$ cat config.mk
export PLATFORM = sky130hd
export DESIGN_NAME = uart_tx_stream
export DESIGN_NICKNAME = d
export VERILOG_FILES = /design/src/rtl/uart_pkg.sv /design/src/rtl/uart_tx_fifo.sv /design/src/rtl/uart_tx_stream.sv
export SDC_FILE = /design/constraint.sdc
export NUM_CORES = 1
export LEC_CHECK = 0
export ABC_AREA = 1
export CORE_MARGIN = 2
export CORE_UTILIZATION = 50
export CTS_BUF_LIST = sky130_fd_sc_hd__clkbuf_8 sky130_fd_sc_hd__clkbuf_16
export CTS_CLUSTER_DIAMETER = 120
export DETAILED_ROUTE_END_ITERATION = 8
export HOLD_SLACK_MARGIN = 0.1
export PLACE_DENSITY = 0.68
export REMOVE_ABC_BUFFERS = 1
export SYNTH_ARGS = -nofsm -noshare
export SYNTH_HDL_FRONTEND = slang
export SYNTH_SLANG_ARGS = --single-unit
$ cat constraint.sdc
create_clock -name clk -period 4.4 [get_ports clk]
set_input_delay 0.44 -clock clk [delete_from_list [all_inputs] [get_ports clk]]
set_output_delay 0.44 -clock clk [all_outputs]
set_load 0.02 [all_outputs]
$ cat src/rtl/uart_pkg.sv
// Shared types and constants for the streaming UART transmitter.
// Parity and framing-state enums plus the legal payload width range.
package uart_pkg;

   localparam int DATA_BITS_MIN = 5;
   localparam int DATA_BITS_MAX = 9;

   typedef enum logic [1:0] {
      PAR_NONE = 2'd0,
      PAR_EVEN = 2'd1,
      PAR_ODD  = 2'd2
   } parity_e;

   typedef enum logic [2:0] {
      IDLE,
      START,
      DATA,
      PARITY,
      STOP
   } tx_state_e;

   // The reserved encoding behaves like "no parity".
   function automatic parity_e decode_parity(input logic [1:0] m);
      return (m == 2'd3) ? PAR_NONE : parity_e'(m);
   endfunction

endpackage

$ cat src/rtl/uart_tx_fifo.sv
// Synchronous single-clock FIFO with occupancy count.
// Power-of-two depth so the pointers wrap for free.
module uart_tx_fifo
   import uart_pkg::*;
#(
   parameter int W     = 8,
   parameter int DEPTH = 16,
   localparam int AW   = $clog2(DEPTH)
) (
   input  logic          clk,
   input  logic          rst_n,
   input  logic          push_i,
   input  logic          pop_i,
   input  logic [W-1:0]  wdata_i,
   output logic [W-1:0]  rdata_o,
   output logic          full_o,
   output logic          empty_o,
   output logic [AW:0]   count_o
);

   localparam logic [AW-1:0] PTR_ONE = AW'(1);
   localparam logic [AW:0]   CNT_ONE = (AW+1)'(1);

   logic [W-1:0]  mem_q [DEPTH];
   logic [AW-1:0] wptr_q, rptr_q;
   logic [AW:0]   count_q;
   logic          do_push, do_pop;

   assign full_o  = count_q[AW];
   assign empty_o = (count_q == '0);
   assign count_o = count_q;
   assign rdata_o = mem_q[rptr_q];

   assign do_push = push_i && !full_o;
   assign do_pop  = pop_i && !empty_o;

   always_ff @(posedge clk) begin
      if (do_push) mem_q[wptr_q] <= wdata_i;
   end

   always_ff @(posedge clk or negedge rst_n) begin
      if (!rst_n) begin
         wptr_q  <= '0;
         rptr_q  <= '0;
         count_q <= '0;
      end else begin
         if (do_push) wptr_q <= wptr_q + PTR_ONE;
         if (do_pop)  rptr_q <= rptr_q + PTR_ONE;
         unique case ({do_push, do_pop})
            2'b10:   count_q <= count_q + CNT_ONE;
            2'b01:   count_q <= count_q - CNT_ONE;
            default: count_q <= count_q;
         endcase
      end
   end

endmodule

$ cat src/rtl/uart_tx_stream.sv
// UART transmitter: stream-fed FIFO, baud counter and framing FSM.
// Divisor, parity and stop count are captured at each frame start.
module uart_tx_stream
   import uart_pkg::*;
#(
   parameter int DATA_BITS  = 8,
   parameter int FIFO_DEPTH = 16,
   parameter int DVSR_W     = 16
) (
   input  logic                          clk,
   input  logic                          rst_n,
   input  logic [DVSR_W-1:0]             dvsr,
   input  logic [1:0]                    parity_mode,
   input  logic                          two_stop,
   input  logic [DATA_BITS-1:0]          wr_data,
   input  logic                          wr_valid,
   output logic                          wr_ready,
   output logic                          tx,
   output logic                          busy,
   output logic [$clog2(FIFO_DEPTH):0]   fifo_count
);

   if (DATA_BITS < DATA_BITS_MIN || DATA_BITS > DATA_BITS_MAX) begin : g_bad_bits
      $error("DATA_BITS out of range");
   end
   if (FIFO_DEPTH < 2 || (FIFO_DEPTH & (FIFO_DEPTH - 1)) != 0) begin : g_bad_depth
      $error("FIFO_DEPTH must be a power of two >= 2");
   end

   localparam logic [3:0]        LAST    = 4'(DATA_BITS - 1);
   localparam logic [DVSR_W-1:0] CNT_ONE = DVSR_W'(1);

   tx_state_e            state_q, state_d;
   logic [DVSR_W-1:0]    cnt_q, cnt_d;
   logic [DVSR_W-1:0]    dvsr_q, dvsr_d;
   parity_e              par_q, par_d;
   logic                 two_q, two_d;
   logic                 stop2_q, stop2_d;
   logic                 parbit_q, parbit_d;
   logic                 tx_q, tx_d;
   logic [3:0]           bit_q, bit_d;
   logic [DATA_BITS-1:0] sh_q, sh_d;
   logic [DATA_BITS-1:0] head;
   logic                 load, tick, empty, full;

   uart_tx_fifo #(
      .W     (DATA_BITS),
      .DEPTH (FIFO_DEPTH)
   ) u_fifo (
      .clk     (clk),
      .rst_n   (rst_n),
      .push_i  (wr_valid),
      .pop_i   (load),
      .wdata_i (wr_data),
      .rdata_o (head),
      .full_o  (full),
      .empty_o (empty),
      .count_o (fifo_count)
   );

   assign wr_ready = !full;
   assign tick     = (cnt_q == dvsr_q);
   assign busy     = (state_q != IDLE);
   assign tx       = tx_q;

   always_comb begin
      state_d  = state_q;
      cnt_d    = tick ? '0 : cnt_q + CNT_ONE;
      dvsr_d   = dvsr_q;
      par_d    = par_q;
      two_d    = two_q;
      stop2_d  = stop2_q;
      parbit_d = parbit_q;
      bit_d    = bit_q;
      sh_d     = sh_q;
      load     = 1'b0;

      unique case (state_q)
         IDLE: begin
            cnt_d = '0;
            load  = !empty;
         end
         START: begin
            if (tick) begin
               state_d = DATA;
               bit_d   = '0;
            end
         end
         DATA: begin
            if (tick) begin
               if (bit_q == LAST) begin
                  state_d = (par_q == PAR_NONE) ? STOP : PARITY;
                  stop2_d = 1'b0;
               end else begin
                  bit_d = bit_q + 4'd1;
                  sh_d  = sh_q >> 1;
               end
            end
         end
         PARITY: begin
            if (tick) begin
               state_d = STOP;
               stop2_d = 1'b0;
            end
         end
         STOP: begin
            if (tick) begin
               if (two_q && !stop2_q) stop2_d = 1'b1;
               else if (!empty)       load    = 1'b1;
               else                   state_d = IDLE;
            end
         end
         default: state_d = IDLE;
      endcase

      // Frame start, from IDLE or straight out of the last stop bit.
      if (load) begin
         state_d  = START;
         cnt_d    = '0;
         dvsr_d   = dvsr;
         par_d    = decode_parity(parity_mode);
         two_d    = two_stop;
         stop2_d  = 1'b0;
         sh_d     = head;
         parbit_d = (^head) ^ (par_d == PAR_ODD);
      end

      unique case (state_d)
         START:   tx_d = 1'b0;
         DATA:    tx_d = sh_d[0];
         PARITY:  tx_d = parbit_d;
         default: tx_d = 1'b1;
      endcase
   end

   always_ff @(posedge clk or negedge rst_n) begin
      if (!rst_n) begin
         state_q  <= IDLE;
         cnt_q    <= '0;
         dvsr_q   <= '0;
         par_q    <= PAR_NONE;
         two_q    <= 1'b0;
         stop2_q  <= 1'b0;
         parbit_q <= 1'b0;
         tx_q     <= 1'b1;
         bit_q    <= '0;
         sh_q     <= '0;
      end else begin
         state_q  <= state_d;
         cnt_q    <= cnt_d;
         dvsr_q   <= dvsr_d;
         par_q    <= par_d;
         two_q    <= two_d;
         stop2_q  <= stop2_d;
         parbit_q <= parbit_d;
         tx_q     <= tx_d;
         bit_q    <= bit_d;
         sh_q     <= sh_d;
      end
   end

endmodule

==> Yosys cells after proc, flatten, opt, wreduce, memory -nomap -nowiden <==
Memory sizes are Yosys's and may differ from the RTL's.
Cells that the tools add are included.
W data, S select, Z words.
{ "word_totals": {"output_inout_bits": 8, "ramBits": 128, "memories": 1, "inputBits": 30, "ff_bits": 66, "mem_bits_ro": 0, "wordCells": 101, "latch_bits": 0} }
{ "classes": {"n_mul": 0, "n_eq_ne": 22, "addsub": 6, "n_bitwise": 1, "n_mux": 38, "n_shift": 0, "n_div": 0, "n_lt_le_gt_ge": 0, "reduce_logical": 19} }
{ "mem_list": {"columns": ["memory", "depth", "width", "read_ports", "rd_clocked_by_memory_dff", "wr", "line", "rtl"], "rows": [
  ["u_fifo.mem_q", 16, 8, 1, 0, 1, "uart_tx_fifo.sv:24", "logic [W-1:0] mem_q [DEPTH];"]
]} }
{ "ops": {"columns": ["operator", "count"], "rows": [
  ["$mux W16", 3],
  ["$mux W8", 4],
  ["$mux W3", 9],
  ["$add A16 B1 Y16 const B", 1],
  ["$eq A16 B16 Y1", 1],
  ["$ne A3 B2 Y1 const B", 5],
  ["$pmux W3 S5", 1],
  ["$add A4 B1 Y4 const B", 3],
  ["$eq A3 B2 Y1 const B", 4],
  ["$mux W1", 12],
  ["$mux W4", 3],
  ["$pmux W5 S2", 1],
  ["$pmux W4 S2", 1],
  ["$reduce_bool A2 Y1", 4],
  ["$reduce_xor A8 Y1", 1],
  ["$eq A2 B2 Y1 const B", 3],
  ["$eq A3 B1 Y1 const B", 2],
  ["$ne A2 B2 Y1 const B", 3],
  ["$pmux W1 S3", 2],
  ["$reduce_and A6 Y1", 1],
  ["$add A5 B1 Y5 const B", 1],
  ["$logic_not A5 Y1", 1],
  ["$sub A5 B1 Y5 const B", 1],
  ["$eq A4 B3 Y1 const B", 1],
  ["other kinds (14)", 18]
]} }

==> Depth between registers and ports, before layout <==
Gate-level depths: netlist (run 1).
{ "logic_depth": {"depth_word": 8, "ltp_mapped": 20, "depth_no_buf": 18} }

==> Modules after synthesis <==
A second synthesis (run 1) with hierarchy kept.
{ "unflattened": {"hier_cells": 1033, "area_unflattened_um2": 9221.3} }
{ "modules_own_cells": {"columns": ["mod", "area_per_inst_um2", "n_inst", "seq_area_each_um2", "cells_per_inst"], "rows": [
  ["uart_tx_fifo", 6209.7, 1, 4169.0, 616],
  ["uart_tx_stream", 3011.6, 1, 1327.5, 417]
]} }

==> Worst setup path before layout (run 1) <==
Ideal clock, no wire load.
{ "synth_path": {"kind": "register to register", "startpoint": "register cnt_q[8]", "endpoint": "register u_fifo.count_q[4] (netlist: u_fifo.count_o[4])", "setup_time_ns": 0.079, "setup_slack_ns": 1.273, "path_stages_with_launch": 18, "t_arrival_ns": 3.048, "period_less_slack_ns": 3.127, "required_time_ns": 4.321, "path_buffers": 1, "path_cell_list": "dfrtp_1 xnor2_1 nand2_1 nor4_2 nand2_2 nand2_2 nand2_2 inv_2 buf_2 ha_1 xor2_1 ha_1 a21oi_1 or2_2 o21ai_0 a21oi_1 o21ai_0 xor2_1"} }
{ "synth_between": {"elab_chain_cells": 6, "elab_cells_between_ends": 8, "classes_between": "eq/ne: 3; mux: 3; reduce/logical: 2"} }
{ "synth_rtl": {"columns": ["item", "line", "rtl"], "rows": [
  ["start, declared", "uart_tx_stream.sv:34", "logic [DVSR_W-1:0] cnt_q, cnt_d;"],
  ["start signal, assigned", "uart_tx_stream.sv:150", "cnt_q <= cnt_d;"],
  ["$eq A16 B16 Y1 *", "uart_tx_stream.sv:62", "assign tick = (cnt_q == dvsr_q);"],
  ["$mux W1 *", "uart_tx_stream.sv:107", "if (tick) begin"],
  ["$pmux W1 S2 *", "uart_tx_stream.sv:78", "unique case (state_q)"],
  ["$logic_and A1 B1 Y1 *", "uart_tx_fifo.sv:35", "assign do_pop = pop_i && !empty_o;"],
  ["via u_fifo.do_pop", "uart_tx_fifo.sv:27", "logic do_push, do_pop;"],
  ["$eq A2 B1 Y1 / $eq A2 B2 Y1 (equally long branches)", "uart_tx_fifo.sv:49", "unique case ({do_push, do_pop})"],
  ["$pmux W5 S2 / $reduce_bool A2 Y1 (equally long branches)", null, null],
  ["end signal, assigned", "uart_tx_fifo.sv:50", "2'b10: count_q <= count_q + CNT_ONE;"],
  ["end signal, assigned", "uart_tx_fifo.sv:51", "2'b01: count_q <= count_q - CNT_ONE;"],
  ["end signal, assigned", "uart_tx_fifo.sv:52", "default: count_q <= count_q;"],
  ["end, declared", "uart_tx_fifo.sv:26", "logic [AW:0] count_q;"]
]} }
Mark *: on every way through the listed nets, which the timed path passes. The rest lies on a longest branch.
A chain may end at the register's enable or synchronous reset.

==> Worst setup path after layout (run 1) <==
{ "layout_path": {"startpoint": "register cnt_q[2]", "endpoint": "register u_fifo.count_q[4] (netlist: u_fifo.count_o[4])"} }
{ "layout_between": {"elab_chain_cells": 6, "elab_cells_between_ends": 8, "classes_between": "eq/ne: 3; mux: 3; reduce/logical: 2"} }
{ "layout_rtl": {"columns": ["item", "line"], "rows": [
  ["$eq A16 B16 Y1 *", "uart_tx_stream.sv:62"],
  ["$mux W1 *", "uart_tx_stream.sv:107"],
  ["$pmux W1 S2 *", "uart_tx_stream.sv:78"],
  ["$logic_and A1 B1 Y1 *", "uart_tx_fifo.sv:35"],
  ["$eq A2 B1 Y1 / $eq A2 B2 Y1 (equally long branches)", "uart_tx_fifo.sv:49"],
  ["$pmux W5 S2 / $reduce_bool A2 Y1 (equally long branches)", null]
]} }
Mark *: on every way between the ends. The rest lies on a longest branch, timed or not.

==> results.sh, run 1 <==
export IMPL_place_ws_ns=1.076
export IMPL_path_cells="xnor2_1 -> nand2_1 -> nor4_2 -> nand2_2 -> nand2_2 -> nand2_2 -> inv_2 -> ha_1 -> xor2_1 -> ha_1 -> a21oi_1 -> or2_2 -> o21ai_0 -> a21oi_1 -> o21ai_0 -> xor2_1"
export IMPL_synth_async_reset_ratio_pct=34.02
export IMPL_io_pins=38
export IMPL_powerDensity_nw_per_um2=444.5
export IMPL_grt_pass1_vias=5505
export IMPL_clkSlewWorstSetupHoldPaths_ns=0.07
export IMPL_synth_warnings=0
export IMPL_worstRegToRegCells=16
export IMPL_cts_root_buf="clkbuf_16"
export IMPL_synth_area_um2=8817
export IMPL_hold_ws_ns=0.4911
export IMPL_worstReg2RegEnd="u_fifo.count_o[4]$_DFFE_PN0P_"
export IMPL_die_area_um2=18710
export IMPL_r2r_start="cnt_q[2]$_DFF_PN0_"
export IMPL_worst_slack_ns=1.028
export IMPL_path_max_fanout=16
export IMPL_max_freq_mhz=296.5
export IMPL_crit_slowest_cell="dfrtp_1"
export IMPL_core_um2=17300
export IMPL_grt_antenna_before_repair=0
export IMPL_row_count=48
export IMPL_grt_overflow_total=0
export IMPL_start_util_pct=50.98
export IMPL_drc=0
export IMPL_port_buffers=37
export IMPL_cp_common_cell="nand2_2"
export IMPL_start_kind="register"
export IMPL_final_min_clock_period_ns=3.372
export IMPL_r2r_slack_ns=1.03
export IMPL_peakVddDrop_v=0.0003208
export IMPL_cts_sinks=194
export IMPL_hold_path_class="reg2reg"
export IMPL_worstMarginPinSlew_ns=1.093
export IMPL_finalSetupTns_ns=0
export IMPL_synth_seq_cells=194
export IMPL_rsz0062_at_grt="false"
export IMPL_cpPeakStageDelay_ns=0.43
export IMPL_cts_buffers=17
export IMPL_drt_pre_antenna_iters=5
export IMPL_vias_per_cell=5.133
export IMPL_yosysSeqAreaShare_pct=62.34
export IMPL_clock_path_buffers=2
export IMPL_place_gp_congestion=0.8039
export IMPL_ant_nets=0
export IMPL_wire_per_inst_um=15.17
export IMPL_die_y_um=136.8
export IMPL_cp_required_ns=4.75
export IMPL_initialDrtViolationCount=385
export IMPL_dpl_hpwl_um=11200
export IMPL_synth_avg_cell_area_um2=9.668
export IMPL_worstHoldPathCells=2
export IMPL_antenna_diode_count=0
export IMPL_cts_tree="built"
export IMPL_yosys_area_top_type="edfxtp_1"
export IMPL_critical_path_arrival_ns=3.73
export IMPL_status="complete, no violations"
export IMPL_final_hold_viol_count=0
export IMPL_grt_max_degree=74
export IMPL_totalWireLength_um=17910
export IMPL_finalMaxSlewViolations=0
export IMPL_die_x_um=136.8
export IMPL_synth_cell_types=40
export IMPL_routed_via_count=6062
export IMPL_synth_area_leaders="edfxtp_1 44%, dfrtp_1 18%, nand2_1 13%"
export IMPL_ys_flop_type="edfxtp_1"
export IMPL_h_tree_depth=4
export IMPL_syn_inst=912
export IMPL_worstSkewPairLatency_ns=0.43
export IMPL_grt_pass1_wl_um=28610
export IMPL_nets=983
export IMPL_setup_viol=0
export IMPL_drv_cap=0
export IMPL_num_fill_cells=1493
export IMPL_leakagePower_nw=4.194
export IMPL_dpl_cell_area_um2=9310
export IMPL_min_from="par_q[0]$_DFFE_PN0N_"
export IMPL_synth_edf_count=128
export IMPL_fin_skew_ns=0.02156
export IMPL_finalCritPeriodShare_pct=76.64
export IMPL_stdcell_area_um2=9930
export IMPL_yosysTopAreaCellShare_pct=43.59
export IMPL_drive_gt1_share_pct=7.008
export IMPL_grtUsageTotal_pct=20.33
export IMPL_relSlewSlack_pct=27.14
export IMPL_area_growth_pct=12.62
export IMPL_min_to="par_q[0]$_DFFE_PN0N_"
export IMPL_synth_top_cells_by_count="314 x nand2_1, 128 x edfxtp_1, 100 x nor2_1, 65 x dfrtp_1, 62 x inv_1"
export IMPL_crit_path_end_kind="register"
export IMPL_crit_type="reg2reg"
export IMPL_synth_most_common_cell="nand2_1"
## area by class of cell
type                       count  area (um^2)  share of cell area [%]
multi-input combinational    616         2864                   28.84
clock inverter                15        183.9                   1.852
sequential                   194         5498                   55.37
tap                          225        281.5                   2.835
timing repair buffer          42        405.4                   4.083
clock buffer                  17        425.4                   4.284
inverter                      72        271.5                   2.734
## metrics by stage
step / instances / util [%] / total power, mW
6_report: 1181 / 57.41 / 4.414
5_1_grt: 1181 / 57.41 / 4.601
4_1_cts: 1181 / 57.41 / 4.441
3_5_place_dp: 1148 / 53.83 / 2.858
3_3_place_gp: 1148 / 53.83 / 2.847
2_1_floorplan: 882 / - / 2.622
## placed cells by master, fill, tap and decap left out, drive strengths merged, types with 10 or more instances in the layout
master,netlist,routed
nand3,57,57
edfxtp,128,128
a21oi,22,22
nand2,323,323
ha,10,10
dfrtp,65,65
xnor2,18,18
inv,70,77
clkbuf,4,17
o21ai,32,32
xor2,12,12
clkdlybuf4s50,0,36
nor2,102,102
## power breakdown
part           internal [mW]  switching, mW
sequential              2.11          0.116
combinational          0.232          0.366
clock                  0.902          0.691
## how the worst max path moves through the flow
stage	endpoint	slack, ns	start
6_report	u_fifo.count_o[4]$_DFFE_PN0P_	1.03	cnt_q[2]$_DFF_PN0_
3_3_place_gp	u_fifo.count_o[4]$_DFFE_PN0P_	1.17	cnt_q[2]$_DFF_PN0_
4_1_cts	u_fifo.count_o[4]$_DFFE_PN0P_	1.04	cnt_q[8]$_DFF_PN0_
5_1_grt	u_fifo.count_o[4]$_DFFE_PN0P_	0.69	cnt_q[2]$_DFF_PN0_
3_5_place_dp	u_fifo.count_o[4]$_DFFE_PN0P_	1.08	cnt_q[2]$_DFF_PN0_
2_1_floorplan	u_fifo.count_o[4]$_DFFE_PN0P_	0.90	cnt_q[8]$_DFF_PN0_
## flip-flops by register name (all words and copies together), names as in the netlist
| name | cells |
|---|---|
| tx | 1 |
| parbit_q | 1 |
| stop2_q | 1 |
| cnt_q | 16 |
| two_q | 1 |
| sh_q | 8 |
| state_q | 3 |
| u_fifo.count_o | 5 |
| u_fifo.mem_q | 128 |
| bit_q | 4 |
| par_q | 2 |
| dvsr_q | 16 |
| u_fifo.wptr_q | 4 |
| u_fifo.rptr_q | 4 |
## what timing repair did
item / 4_1_cts / 5_1_grt
buffers inserted: 0 / 0
hold endpoints to repair: 25 / 0
hold buffers: 1 / 0
gates resized for setup: 0 / 0
## worst max-delay path: cells and delay by family (launching register included)
kind,cells,cell delay [ns]
compound gates,4,0.42
xor+xnor,3,0.55
fa+ha+maj,2,0.48
buf+inv,1,0.09
flops,1,0.43
simple gates,6,1.30
## metal layers
layer	vias to the layer above	track usage [%]	routed length, um
met5	-	0	0
li1	3035	-	-
met1	2859	27.98	8139
met2	144	32.56	8672
met3	24	3.852	786
met4	0	7.102	310
## kinds of logic (layout without fill, tap and decap cells)
family / Yosys count / count (layout) / synth area share (%)
AND/OR/NAND/NOR: 507 / 507 / 23.44
flip-flops: 194 / 194 / 62.34
buffers and inverters: 102 / 146 / 5.179
AO/OA/AOI/OAI: 69 / 69 / 4.555
XOR/XNOR: 30 / 30 / 3.065
adder cells (fa/ha/maj): 10 / 10 / 1.419
No activity file was read; power rests on OpenSTA's default activity.
==> run 2: changes to the inputs <==
Clock period 4.4 ns to 3.2 ns, I/O delays scaled along.
==> results.sh, run 2 (synthesized netlist as in run 1, its figures left out) <==
export IMPL_grt_pass1_vias=5811
export IMPL_final_min_clock_period_ns=2.867
export IMPL_die_area_um2=18710
export IMPL_r2r_slack_ns=0.33
export IMPL_die_x_um=136.8
export IMPL_powerDensity_nw_per_um2=593.1
export IMPL_clock_path_buffers=2
export IMPL_min_to="dvsr_q[12]$_DFFE_PN0N_"
export IMPL_routed_via_count=6111
export IMPL_final_cell_mix="314 x nand2_1, 128 x edfxtp_1, 99 x nor2_1"
export IMPL_cts_buffers=17
export IMPL_critical_path_arrival_ns=3.23
export IMPL_worstReg2RegEnd="u_fifo.count_o[4]$_DFFE_PN0P_"
export IMPL_start_util_pct=50.98
export IMPL_relSlewSlack_pct=42.53
export IMPL_post_cts_setup_buffers=0
export IMPL_largest_reg_flops=128
export IMPL_clkSlewWorstSetupHoldPaths_ns=0.07
export IMPL_h_tree_depth=4
export IMPL_reg_top3="u_fifo.mem_q (128), cnt_q (16), dvsr_q (16)"
export IMPL_worstSkewPairLatency_ns=0.44
export IMPL_io_pins=38
export IMPL_power_total_mw=5.954
export IMPL_finalMaxSlewViolations=0
export IMPL_cts_sinks=194
export IMPL_drive_gt1_share_pct=8.857
export IMPL_hold_path_class="in2reg"
export IMPL_crit_type="reg2reg"
export IMPL_drc=0
export IMPL_cts_root_buf="clkbuf_16"
export IMPL_cp_required_ns=3.56
export IMPL_largest_register="u_fifo.mem_q"
export IMPL_nets=998
export IMPL_leakagePower_nw=4.244
export IMPL_path_max_fanout=34
export IMPL_grt_pass1_wl_um=29390
export IMPL_worstMarginPinSlew_ns=0.8620
export IMPL_start_kind="register"
export IMPL_initialDrtViolationCount=421
export IMPL_area_growth_pct=13.85
export IMPL_totalWireLength_um=18330
export IMPL_place_gp_congestion=0.8547
export IMPL_finalCritPeriodShare_pct=89.61
export IMPL_cts_tree="built"
export IMPL_grt_overflow_total=0
export IMPL_port_buffers=37
export IMPL_min_from="dvsr[12]"
export IMPL_antenna_diode_count=0
export IMPL_place_ws_ns=0.1143
export IMPL_worstHoldPathCells=3
export IMPL_grt_max_degree=74
export IMPL_vias_per_cell=5.110
export IMPL_ant_nets=0
export IMPL_peakVddDrop_v=0.0003887
export IMPL_row_count=48
export IMPL_status="complete, no violations"
export IMPL_dpl_hpwl_um=11730
export IMPL_worstRegToRegCells=15
export IMPL_layout_commonest_cell="nand2_1"
export IMPL_fin_skew_ns=0.01046
export IMPL_hold_ws_ns=0.4091
export IMPL_worst_slack_ns=0.3326
export IMPL_grtUsageTotal_pct=20.82
export IMPL_rsz0062_at_grt="false"
export IMPL_grt_antenna_before_repair=0
export IMPL_crit_path_end_kind="register"
export IMPL_final_hold_viol_count=0
export IMPL_core_um2=17300
export IMPL_die_y_um=136.8
export IMPL_drv_cap=0
export IMPL_max_freq_mhz=348.8
export IMPL_setup_viol=0
export IMPL_r2r_start="state_q[1]$_DFF_PN0_"
export IMPL_wire_per_inst_um=15.32
export IMPL_drt_pre_antenna_iters=5
## run 2: cell count changes in the layout (fill, tap and decap cells not counted), sizes merged
cell      before  now
clkinv         5    4
buf            5   20
bufinv         3    1
clkinvlp       2    4
inv           77   78
## run 2: layout make-up
type                            count  area [um^2]
Clock buffer                       17        425.4
Fill cell                        1484         7258
Timing Repair Buffer               57        538.0
Tap cell                          225        281.5
Sequential cell                   194         5498
Multi-Input combinational cell    616         2892
Clock inverter                     15        132.6
Inverter                           72        271.5
## run 2: worst max path at each step
stage	start	end	cells past startpoint
floorplan	cnt_q[8]$_DFF_PN0_	u_fifo.count_o[4]$_DFFE_PN0P_	16
global placement	state_q[1]$_DFF_PN0_	u_fifo.count_o[4]$_DFFE_PN0P_	16
detailed placement	state_q[1]$_DFF_PN0_	u_fifo.count_o[4]$_DFFE_PN0P_	16
CTS	state_q[1]$_DFF_PN0_	u_fifo.count_o[4]$_DFFE_PN0P_	16
global route	state_q[1]$_DFF_PN0_	u_fifo.count_o[4]$_DFFE_PN0P_	15
finish	state_q[1]$_DFF_PN0_	u_fifo.count_o[4]$_DFFE_PN0P_	15
## run 2: layer usage
metal | vias up | GRT usage, % | wire length (um)
li1 | 3062 | - | -
met1 | 2874 | 28.96 | 8404
met2 | 152 | 33.00 | 8720
met3 | 23 | 3.963 | 903
met4 | 0 | 7.216 | 297
met5 | - | 0 | 0
## run 2: stage by stage
| step | cell area [um^2] | std cells | utilization, % | setup TNS, ns |
|---|---|---|---|---|
| 2_1_floorplan | 8632 | 882 | - | -0.3810 |
| 3_3_place_gp | 9435 | 1163 | 54.55 | 0 |
| 3_5_place_dp | 9435 | 1163 | 54.55 | 0 |
| 4_1_cts | 10000 | 1196 | 57.83 | 0 |
| 5_1_grt | 10040 | 1196 | 58.04 | 0 |
| 6_report | 10040 | 1196 | 58.04 | 0 |
## run 2: critical path, cell delays in order, from the launching register on
cell	delay, ns
dfrtp_1	0.39
nor2_1	0.16
inv_1	0.09
nor2_2	0.14
o21ai_0	0.15
a211oi_2	0.23
nand2_2	0.10
inv_2	0.11
buf_8	0.24
ha_1	0.25
a21oi_1	0.10
or2_2	0.31
o21ai_1	0.16
a21oi_1	0.08
o21ai_0	0.10
xor2_1	0.16
## run 2: report_power, final
| group | total (mW) | internal (mW) | switching, mW |
|---|---|---|---|
| combinational | 0.895 | 0.353 | 0.543 |
| clock | 2.02 | 1.08 | 0.942 |
| sequential | 3.04 | 2.90 | 0.141 |
| total | 5.95 | 4.33 | 1.63 |
## run 2: repair_timing
action | 4_1_cts | 5_1_grt
endpoints found under the hold margin | 33 | 0
hold buffers | 1 | 0
resized for setup | 0 | 8
endpoints found under the setup margin | 0 | 1
